**src/rtl/regfile_pkg.sv**
```systemverilog
// Shared types and constants for the register-file writeback block:
// datapath sizes, writeback source encoding and the pending-counter update rule.
package regfile_pkg;

    localparam int XLEN      = 32;
    localparam int REG_COUNT = 32;
    localparam int PEND_MAX  = 3;
    localparam int ADDR_W    = $clog2(REG_COUNT);
    localparam int CNT_W     = 2;

    localparam logic [CNT_W-1:0] PEND_MAX_C = CNT_W'(PEND_MAX);

    typedef enum logic {
        WB_ALU = 1'b0,
        WB_MEM = 1'b1
    } wb_src_t;

    typedef struct packed {
        logic [ADDR_W-1:0] rd;
        logic [XLEN-1:0]   data;
    } wb_req_t;

    // Saturating up/down step; simultaneous inc and dec cancel out.
    function automatic logic [CNT_W-1:0] pend_next(
        input logic [CNT_W-1:0] cnt,
        input logic             inc,
        input logic             dec
    );
        logic [CNT_W-1:0] nxt;
        nxt = cnt;
        case ({inc, dec})
            2'b10: begin
                if (cnt == PEND_MAX_C) begin
                    nxt = cnt;
                end else begin
                    nxt = cnt + 2'd1;
                end
            end
            2'b01: begin
                if (cnt == 2'd0) begin
                    nxt = cnt;
                end else begin
                    nxt = cnt - 2'd1;
                end
            end
            default: nxt = cnt;
        endcase
        return nxt;
    endfunction

endpackage

```
**src/rtl/reg_pending_counter.sv**
```systemverilog
// Per-register count of in-flight writes: increments on issue, decrements on
// retire, saturating at both ends.
module reg_pending_counter
    import regfile_pkg::*;
(
    input  logic clk,
    input  logic rst,
    input  logic inc_i,
    input  logic dec_i,
    output logic nonzero_o,
    output logic full_o
);

    logic [CNT_W-1:0] cnt_q;
    logic [CNT_W-1:0] cnt_d;

    // Next count from the shared saturating rule.
    always_comb begin
        cnt_d = pend_next(cnt_q, inc_i, dec_i);
    end

    // Count register.
    always_ff @(posedge clk or posedge rst) begin
        if (rst) begin
            cnt_q <= {CNT_W{1'b0}};
        end else begin
            cnt_q <= cnt_d;
        end
    end

    assign nonzero_o = (cnt_q != {CNT_W{1'b0}});
    assign full_o    = (cnt_q == PEND_MAX_C);

endmodule

```
**src/rtl/regfile_writeback.sv**
```systemverilog
// Writeback arbiter and scoreboard: merges ALU and load results into the single
// register-file write port and tracks outstanding writes to flag RAW hazards.
module regfile_writeback
    import regfile_pkg::*;
(
    input  logic              clk,
    input  logic              rst,

    input  logic              issue_valid,
    input  logic [ADDR_W-1:0] issue_rd,
    output logic              issue_ready,

    input  logic              alu_valid,
    input  logic [ADDR_W-1:0] alu_rd,
    input  logic [XLEN-1:0]   alu_data,
    output logic              alu_ready,

    input  logic              mem_valid,
    input  logic [ADDR_W-1:0] mem_rd,
    input  logic [XLEN-1:0]   mem_data,
    output logic              mem_ready,

    input  logic [ADDR_W-1:0] rs1_addr,
    input  logic [ADDR_W-1:0] rs2_addr,
    output logic              hazard,

    output logic              wr_ena,
    output logic [ADDR_W-1:0] wr_addr,
    output logic [XLEN-1:0]   wr_data
);

    logic                 wr_ena_q,     wr_ena_d;
    logic [ADDR_W-1:0]    wr_addr_q,    wr_addr_d;
    logic [XLEN-1:0]      wr_data_q,    wr_data_d;
    wb_src_t              last_grant_q, last_grant_d;

    logic                 alu_grant;
    logic                 mem_grant;
    logic                 xfer_valid;
    wb_req_t              xfer_req;
    logic                 issue_fire;

    logic [REG_COUNT-1:1] pend_inc;
    logic [REG_COUNT-1:1] pend_dec;
    logic [REG_COUNT-1:0] pend_nonzero;
    logic [REG_COUNT-1:0] pend_full;

    // x0 never has writes in flight, so it can never be full or pending.
    assign pend_nonzero[0] = 1'b0;
    assign pend_full[0]    = 1'b0;

    assign issue_ready = (issue_rd == {ADDR_W{1'b0}}) | ~pend_full[issue_rd];
    assign issue_fire  = issue_valid & issue_ready;

    genvar r;
    generate
        for (r = 1; r < REG_COUNT; r++) begin : g_pend
            assign pend_inc[r] = issue_fire & (issue_rd == ADDR_W'(r));
            assign pend_dec[r] = wr_ena_q & (wr_addr_q == ADDR_W'(r));

            reg_pending_counter u_cnt (
                .clk       (clk),
                .rst       (rst),
                .inc_i     (pend_inc[r]),
                .dec_i     (pend_dec[r]),
                .nonzero_o (pend_nonzero[r]),
                .full_o    (pend_full[r])
            );
        end
    endgenerate

    assign hazard = pend_nonzero[rs1_addr] | pend_nonzero[rs2_addr];

    // Round-robin grant: on a tie the source that did not win last time goes.
    always_comb begin
        alu_grant = 1'b0;
        mem_grant = 1'b0;
        if (alu_valid && (!mem_valid || (last_grant_q == WB_MEM))) begin
            alu_grant = 1'b1;
        end else if (mem_valid) begin
            mem_grant = 1'b1;
        end else begin
            alu_grant = 1'b0;
            mem_grant = 1'b0;
        end
    end

    assign alu_ready  = alu_grant;
    assign mem_ready  = mem_grant;
    assign xfer_valid = alu_grant | mem_grant;

    // Select the winning request payload.
    always_comb begin
        xfer_req = '{rd: {ADDR_W{1'b0}}, data: {XLEN{1'b0}}};
        case ({alu_grant, mem_grant})
            2'b10:   xfer_req = '{rd: alu_rd, data: alu_data};
            2'b01:   xfer_req = '{rd: mem_rd, data: mem_data};
            default: xfer_req = '{rd: {ADDR_W{1'b0}}, data: {XLEN{1'b0}}};
        endcase
    end

    // Next write-port state; x0 writes complete the handshake but are dropped.
    always_comb begin
        wr_ena_d     = 1'b0;
        wr_addr_d    = wr_addr_q;
        wr_data_d    = wr_data_q;
        last_grant_d = last_grant_q;
        if (xfer_valid) begin
            last_grant_d = alu_grant ? WB_ALU : WB_MEM;
        end else begin
            last_grant_d = last_grant_q;
        end
        if (xfer_valid && (xfer_req.rd != {ADDR_W{1'b0}})) begin
            wr_ena_d  = 1'b1;
            wr_addr_d = xfer_req.rd;
            wr_data_d = xfer_req.data;
        end else begin
            wr_ena_d  = 1'b0;
        end
    end

    // Write-port and arbiter registers; reset also kills an in-flight write.
    always_ff @(posedge clk or posedge rst) begin
        if (rst) begin
            wr_ena_q     <= 1'b0;
            wr_addr_q    <= {ADDR_W{1'b0}};
            wr_data_q    <= {XLEN{1'b0}};
            last_grant_q <= WB_MEM;
        end else begin
            wr_ena_q     <= wr_ena_d;
            wr_addr_q    <= wr_addr_d;
            wr_data_q    <= wr_data_d;
            last_grant_q <= last_grant_d;
        end
    end

    assign wr_ena  = wr_ena_q;
    assign wr_addr = wr_addr_q;
    assign wr_data = wr_data_q;

endmodule

```
**config.mk**
```make
export PLATFORM = sky130hd
export DESIGN_NAME = regfile_writeback
export DESIGN_NICKNAME = d
export VERILOG_FILES = /design/src/rtl/regfile_pkg.sv /design/src/rtl/reg_pending_counter.sv /design/src/rtl/regfile_writeback.sv
export SDC_FILE = /design/constraint.sdc
export NUM_CORES = 1
export LEC_CHECK = 0
export ABC_AREA = 1
export BUFFER_PORTS_ARGS = -buffer_cell sky130_fd_sc_hd__buf_2
export CAP_MARGIN = 30
export CORE_MARGIN = 1.5
export CORE_UTILIZATION = 55
export CTS_BUF_LIST = sky130_fd_sc_hd__clkbuf_8
export DETAILED_ROUTE_END_ITERATION = 12
export HOLD_SLACK_MARGIN = 0.12
export PLACE_DENSITY = 0.85
export SLEW_MARGIN = 30
export SYNTH_ARGS = -nofsm -noshare
export SYNTH_HDL_FRONTEND = slang
export SYNTH_SLANG_ARGS = --single-unit
```
**constraint.sdc**
```tcl
create_clock -name clk -period 6.7 [get_ports clk]
set_input_delay 0 -clock clk [delete_from_list [all_inputs] [get_ports clk]]
set_output_delay 0 -clock clk [all_outputs]
set_load 0.01 [all_outputs]
```
==> metrics.md, run 1 <==
| Metric | Value |
|---|---|
| Result of the run | `finished, final reports clean` |
| Final Skew | `roughly 0.021 ns` |
| Global route overflow | `0` |
| Leakage power | `approximately 5 nW` |
| Net Sw Frac | `0.4569` |
| Internal power of the cells | `approximately 1.4 mW` |
| Worst setup path start | `last_grant_q$_DFFE_PP1P_` |
| Clock tree from TritonCTS | `yes` |
| Final number of max-transition violations | `0` |
| Placeable Area | `around 0.014 mm^2` |
| Count of buffers inserted at the top-level ports | `about 140` |
| Deepest level of the CTS H-tree | `3` |
| Cell area after technology mapping | `approximately 0.008 mm^2` |
| Area added between synthesis and finish | `21.72%` |
| Width of the die | `123.4 um` |
| Combinational fraction of design power | `0.416` |
| Max stage delay cell, worst path | `dfstp_2` |
| Final routed wirelength across all metal layers | `between 20000 and 30000 um` |
| IR drop worst, VDD | `approximately 0.16 mV` |
| Portion of the post-synthesis area used by sequential elements | `0.3174` |
| Type of the most critical hold path | `primary input to async pin` |
| 1st-iter DRT viols | `between 800 and 900` |
| Ordered cell list for the critical path | `o21ai_2 > inv_2 > nand2_1 > nand2_1 > dlygate4sd3_1 > inv_1 > nand4_2 > buf_4 > nand2_1 > o21ai_1` |
| Avg Inst Size Synth | `~7.0 um^2` |
| Post-CTS Resized | `0` |
| Ys async rst share | `1.000` |
| Part of the power in registers | `0.419` |
| Boundary Pins | `approximately 140` |
| Global-route wire length before repair | `between 40000 and 50000 um` |
| Vias in the first global route | `between 8000 and 9000` |
| Number of warnings issued by yosys | `0` |
| Count of unique library cells instantiated by Yosys | `46` |
| Data required time at the worst endpoint | `between 7 and 8 ns` |
| Maximum single-stage delay on the critical path | `about 0.55 ns` |
| Sequential Area | `0.002529 mm^2` |
| Worst-path fanout max | `48` |
| Transition time of the tightest slew-check pin | `around 0.73 ns` |
| Number of inserted filler cells in the final layout | `between 1000 and 1500` |
| Wirelength per Cell | `around 18 um` |
| Nets@finish | `around 1500` |
| Total via count in the routed design | `between 8000 and 9000` |
| Y dimension of the die | `about 120 um` |
| Clock insertion delay at the later pin of the skew report | `between 0.4 and 0.5 ns` |
| Clock root buffer master | `clkbuf_8` |
| Proportion of layout cells with a drive suffix above 1 | `0.1493` |
| Multi-input combinational cell area | `approximately 0.0045 mm^2` |
| Drt first pass iters | `8` |
| Setup repair after global routing missed its margin | `no` |
| Die area | `between 0.015 and 0.02 mm^2` |
| Drt drc | `0` |
| Maximum clock rate | `285.5 MHz` |
| P per Cell Area | `between 200 and 300 mW/mm^2` |
| MaxCap Viol Count | `0` |
| Count of flip-flops with a built-in enable after synthesis | `0` |
| Clock network fraction of total power | `0.166` |
| Remaining antenna violation count | `0` |
| Kind of critical path | `register to register` |
| Final period demand of the worst path | `between 3 and 4 ns` |
| Non-filler instance count after layout | `between 1500 and 2000` |
| Number of cells after detailed placement | `between 1000 and 1500` |
| Final count of negative-setup-slack endpoints | `0` |
| Nature of the critical path endpoint | `register` |
| Number of rows created at floorplan | `43` |
| Drt via density | `around 5.8` |
| Number of sinks driven by the clock tree | `approximately 100` |
| Data arrival, critical path | `3.82 ns` |
| Num CTS Buffers | `9` |
| Final hold viol count | `0` |
| Crit path top cell by count | `nand2_1` |
| Setup tns final | `0 ns` |
| Number of antenna violations at the first check in global routing | `1` |
| Dpl hpwl | `between 15000 and 20000 um` |
| Primary FF master, synth | `dfrtp_1` |
| Startpoint types | `register` |
| Initial core utilization | `0.5695` |
| Number of instances in the synthesized netlist | `roughly 1100` |
| Last weighted congestion value of the routability-driven placer | `~1.0` |
| Maximum number of pins on one net before global-route repair | `54` |
| Net count after synthesis | `1289` |
| Worst reg-to-reg setup slack | `~3.2 ns` |
| Sw Pwr | `1.163 mW` |
| Largest buffer count on any clock path | `2` |
| Worst flop-to-flop path startpoint | `last_grant_q$_DFFE_PP1P_` |
| Post-CTS setup repair buffer count | `0` |
| Clock-pin transition on the worst setup and hold timing paths | `between 0.1 and 0.15 ns` |
| Number of synthesized register bits | `101` |
| Share of the clock period used by the worst path | `0.5228` |
| Worst slew slack as a fraction of its limit | `0.5127` |
| GR Util All Layers | `0.3648` |
-- power groups by stage --
stage / Combinational, mW / Clock, mW / Sequential, mW
after floorplan: 0.663 / 0 / 1.02
after global placement: 0.935 / 0 / 1.05
after detailed placement: 0.961 / 0 / 1.06
after CTS: 1.01 / 0.418 / 1.05
after global routing: 1.16 / 0.438 / 1.10
final: 1.06 / 0.422 / 1.07
-- path summary, 6_finish.rpt --
kind / endpoint / cells after the start
min in group clk: g_pend[31].u_cnt.cnt_q[0]$_DFFE_PP0P_ / 4
max in group asynchronous: wr_data[6]$_DFFE_PP0P_ / 4
hold / removal: g_pend[27].u_cnt.cnt_q[1]$_DFFE_PP0P_ / 3
setup reg to reg: wr_data[30]$_DFFE_PP0P_ / 10
setup / recovery: wr_data[30]$_DFFE_PP0P_ / 10
hold reg to reg: g_pend[26].u_cnt.cnt_q[1]$_DFFE_PP0P_ / 1
-- synthesized netlist by cell type (31+ instances only) --
master | count | share of area
a21oi_1 | 45 | 0.028
a22o_1 | 32 | 0.035
dfrtp_1 | 100 | 0.31
ha_1 | 62 | 0.097
inv_1 | 214 | 0.10
nand2_1 | 210 | 0.099
nand3_1 | 41 | 0.026
nor2_1 | 183 | 0.086
o21ai_0 | 33 | 0.021
o21ai_1 | 32 | 0.020
xor2_1 | 31 | 0.034
-- cell usage in the layout (no fill, tap or decap), types with 4 or more instances in the layout --
cell type      Yosys  routed
a211oi_1           4       4
a21oi_1           45      45
a22o_1            32      32
a311oi_1           4       4
a31o_2            18      18
buf_2             12     135
clkbuf_8           0       9
dfrtp_1          100     100
dlygate4sd3_1      0      76
ha_1              62      62
inv_1            214     214
inv_2              5       5
nand2_1          210     210
nand3_1           41      41
nand4_1           18      18
nor2_1           183     183
nor2_2             5       5
o211ai_1           6       6
o21ai_0           33      33
o21ai_1           32      32
o22ai_1           14      14
o31ai_1            4       4
or2_2              4       4
xnor2_1            6       6
xor2_1            31      31
-- final cells by class --
type                    instances  area share
inverters                     220     0.08594
well taps                     180     0.02323
diodes                          1   0.0002581
clock buffers                   9     0.01277
repair buffers                214      0.1505
flip-flops and latches        101      0.2608
clock inverters                 6    0.007355
multi-input cells             783      0.4592
-- timing repair --
item / in CTS / in global routing
endpoints found under the hold margin: 86 / 0
setup endpoints to repair: 0 / 0
hold buffers: 76 / 0
-- logic make-up after synthesis --
kind of cell             count (synthesis)  share of synthesized area
AO/OA/AOI/OAI                          207                     0.1682
XOR/XNOR                                37                    0.04068
adder cells (fa/ha/maj)                 62                    0.09738
buffers and inverters                  249                     0.1236
flip-flops                             101                     0.3174
multiplexers                             2                   0.002827
AND/OR/NAND/NOR                        475                     0.2499
-- through the flow --
step	hold WS [ns]	utilization	setup slack [ns]	instance area, um^2	total power, mW
6_report	0.2241	0.6932	3.197	9697	2.546
5_1_grt	0.3005	0.6932	3.134	9697	2.702
4_1_cts	0.1831	0.6930	3.657	9694	2.478
3_5_place_dp	0.1389	0.6247	3.867	8738	2.020
3_3_place_gp	0.1344	0.6247	3.933	8738	1.983
2_1_floorplan	0.1343	-	4.055	7966	1.687
-- registers in the layout (all words and copies together) (netlist names) --
register	cells
g_pend.u_cnt.cnt_q	62
wr_data	32
wr_addr	5
last_grant_q	1
wr_ena	1
-- critical path, delay by kind of cell (launching register included) --
| family | cells | cell delay [ns] |
|---|---|---|
| buffers and inverters | 4 | 1.68 |
| and+or+nand+nor | 4 | 0.90 |
| DFF | 1 | 0.55 |
| AOI/OAI and AO/OA | 2 | 0.26 |
-- metal layers --
metal / part of all wire / track usage / vias to the layer above
met5: 0 / 0 / -
met4: 0.072 / 0.2421 / 0
met3: 0.095 / 0.08210 / 154
met2: 0.47 / 0.6122 / 561
met1: 0.36 / 0.4166 / 3994
li1: - / - / 4008
Power figures use the tool's default switching activity.
==> inputs of run 2 (changes only) <==
CORE_UTILIZATION = 53   (was 55)
PLACE_DENSITY = 0.86   (was 0.85)
clock period = 2.8 ns   (was 6.7 ns; I/O delays follow)
==> run 2 against run 1 <==
Net effect: sequential power up 140%; critical path depth grew 2; clock skew down 0.0025 ns; hold slack better by 0.0015 ns; largest power group is now combinational logic; total power rose by 140%; highest routed layer unchanged; clock power rose to 2.5 times the previous value.
==> metrics.md, run 2 (synthesized netlist as in run 1, its figures left out) <==
| Metric | Value |
|---|---|
| Maximum single-stage delay on the critical path | `0.42 ns` |
| Largest buffer count on any clock path | `2` |
| Total via count in the routed design | `8790` |
| Type of the most critical hold path | `primary input to async pin` |
| Placeable Area | `between 0.01 and 0.015 mm^2` |
| Proportion of layout cells with a drive suffix above 1 | `0.1631` |
| Initial core utilization | `0.5461` |
| Final hold viol count | `0` |
| Largest register FFs | `62` |
| Max stage delay cell, worst path | `dfrtp_1` |
| Most used cells in the layout excluding fill and tap cells | `213 x inv_1, 210 x nand2_1, 182 x nor2_1, 135 x buf_2, 100 x dfrtp_1` |
| Die area | `roughly 0.016 mm^2` |
| Nature of the critical path endpoint | `register` |
| Clock root buffer master | `clkbuf_8` |
| Kind of critical path | `register to register` |
| Startpoint types | `register` |
| Clock tree from TritonCTS | `yes` |
| Drt via density | `roughly 5.7` |
| Endpoint of the worst register-to-register path | `g_pend[28].u_cnt.cnt_q[0]$_DFFE_PP0P_` |
| Y dimension of the die | `between 100 and 150 um` |
| Register-to-Register Path Depth | `12` |
| Number of cells after detailed placement | `around 1400` |
| Vias in the first global route | `8657` |
| 1st-iter DRT viols | `just over 900` |
| Wirelength per Cell | `~18 um` |
| IR drop worst, VDD | `around 0.52 mV` |
| Drt drc | `0` |
| Area added between synthesis and finish | `23.83%` |
| Number of antenna violations at the first check in global routing | `1` |
| MaxCap Viol Count | `0` |
| Count of buffers inserted at the top-level ports | `~140` |
| Share of the clock period used by the worst path | `0.9642` |
| Most flop-heavy register | `g_pend.u_cnt.cnt_q` |
| Maximum clock rate | `~370 MHz` |
| Result of the run | `finished, final reports clean` |
| Number of sinks driven by the clock tree | `101` |
| Final period demand of the worst path | `~2.7 ns` |
| Width of the die | `about 130 um` |
| Crit path top cell by count | `nor2_1` |
| Last weighted congestion value of the routability-driven placer | `1.053` |
| Worst slew slack as a fraction of its limit | `0.5652` |
| Global-route wire length before repair | `around 43000 um` |
| Final routed wirelength across all metal layers | `about 27000 um` |
| Final core utilization | `0.6762` |
| Worst flop-to-flop path startpoint | `g_pend[20].u_cnt.cnt_q[1]$_DFFE_PP0P_` |
| Deepest level of the CTS H-tree | `3` |
| Clock-pin transition on the worst setup and hold timing paths | `0.12 ns` |
| Drt first pass iters | `8` |
| Nets@finish | `1500` |
| Clock insertion delay at the later pin of the skew report | `0.42 ns` |
| P per Cell Area | `approximately 630 mW/mm^2` |
| Ordered cell list for the critical path | `nand2_1 > nand2_1 > a21oi_1 > nor2_1 > nand3_1 > nand4_2 > nor2_2 > ha_1 > a31o_2 > a21oi_1 > nor2_1 > nor2_1` |
| Final number of max-transition violations | `0` |
| Final count of negative-setup-slack endpoints | `0` |
| Data required time at the worst endpoint | `3.14 ns` |
| Power, Total | `slightly above 6 mW` |
| Worst reg-to-reg setup slack | `0.10 ns` |
| Remaining antenna violation count | `0` |
| Maximum number of pins on one net before global-route repair | `56` |
| Global route overflow | `0` |
| Most common cell after layout, fill and taps aside | `inv_1` |
| CP bufs+invs | `0` |
| GR Util All Layers | `0.3492` |
| Non-filler instance count after layout | `~1500` |
| Worst-path fanout max | `10` |
| Leakage power | `about 5.0 nW` |
| Number of rows created at floorplan | `44` |
| Transition time of the tightest slew-check pin | `about 0.65 ns` |
| Boundary Pins | `around 140` |
| Crit-path leading delay family | `simple AND/OR/NAND/NOR gates` |
| Final Skew | `0.01842 ns` |
| Data arrival, critical path | `3.04 ns` |
| Dpl hpwl | `roughly 17000 um` |
| Num CTS Buffers | `9` |
==> run 2: cell types whose count changed in the layout (fill, tap and decap cells not counted), moves of 2 or more <==
cell / change
buf_4: +14
a311oi_1: -4
a311oi_2: +4
o21ai_0: -2
o21ai_1: +2
==> run 2: layout make-up <==
cell class | count | area, um^2
antenna | 1 | 2.502
clock buffer | 9 | 123.9
clock inverter | 7 | 88.84
fill | 1112 | 4725
inverter | 220 | 835.8
multi-input combinational | 783 | 4481
sequential | 101 | 2529
tap | 184 | 230.2
timing repair buffer | 229 | 1574
==> run 2: where the power goes <==
part	internal [mW]	switching, mW	leakage (nW)
combinational	0.941	1.66	3.66
clock	0.436	0.620	0.109
sequential	1.97	0.580	1.23
==> run 2: how the worst max path moves through the flow <==
| stage | startpoint | endpoint | slack (ns) | depth (start not counted) |
|---|---|---|---|---|
| 3_3_place_gp | issue_rd[0] | g_pend[2].u_cnt.cnt_q[1]$_DFFE_PP0P_ | 0.21 | 17 |
| 4_1_cts | g_pend[11].u_cnt.cnt_q[0]$_DFFE_PP0P_ | g_pend[4].u_cnt.cnt_q[1]$_DFFE_PP0P_ | 0.16 | 18 |
| 2_1_floorplan | rst | g_pend[10].u_cnt.cnt_q[0]$_DFFE_PP0P_ | 0.15 | 1 |
| 5_1_grt | g_pend[11].u_cnt.cnt_q[0]$_DFFE_PP0P_ | g_pend[2].u_cnt.cnt_q[1]$_DFFE_PP0P_ | -0.03 | 16 |
| 6_report | g_pend[20].u_cnt.cnt_q[1]$_DFFE_PP0P_ | g_pend[28].u_cnt.cnt_q[0]$_DFFE_PP0P_ | 0.10 | 12 |
| 3_5_place_dp | issue_rd[0] | g_pend[4].u_cnt.cnt_q[1]$_DFFE_PP0P_ | 0.18 | 19 |
==> run 2: layer usage <==
layer / global-route usage / vias to the layer above / routed length (um)
met5: 0 / - / 0
met4: 0.2279 / 0 / 1882
met3: 0.07916 / 140 / 2436
met2: 0.5713 / 542 / 12920
met1: 0.4123 / 4066 / 10260
li1: - / 4042 / -
==> run 2: stage by stage <==
step	hold WS [ns]	setup TNS [ns]	area [um^2]	setup WS [ns]
after detailed placement	0.1385	0	8848	0.1782
after global routing	0.3020	-0.02756	9864	-0.02756
after global placement	0.1370	0	8848	0.2136
after CTS	0.2407	0	9832	0.1568
final	0.2255	0	9864	0.1001
after floorplan	0.1343	0	7966	0.1545
==> run 2: repair_timing <==
item | 4_1_cts | 5_1_grt
gates resized for setup | 0 | 8
setup endpoints to repair | 0 | 6
hold buffers | 77 | 0
buffers inserted | 0 | 0
endpoints found under the hold margin | 91 | 0
==> run 2: tightest hold or removal path, stage by stage <==
cell           delay [ns]
dlygate4sd3_1        0.54
buf_2                0.14
inv_4                0.46
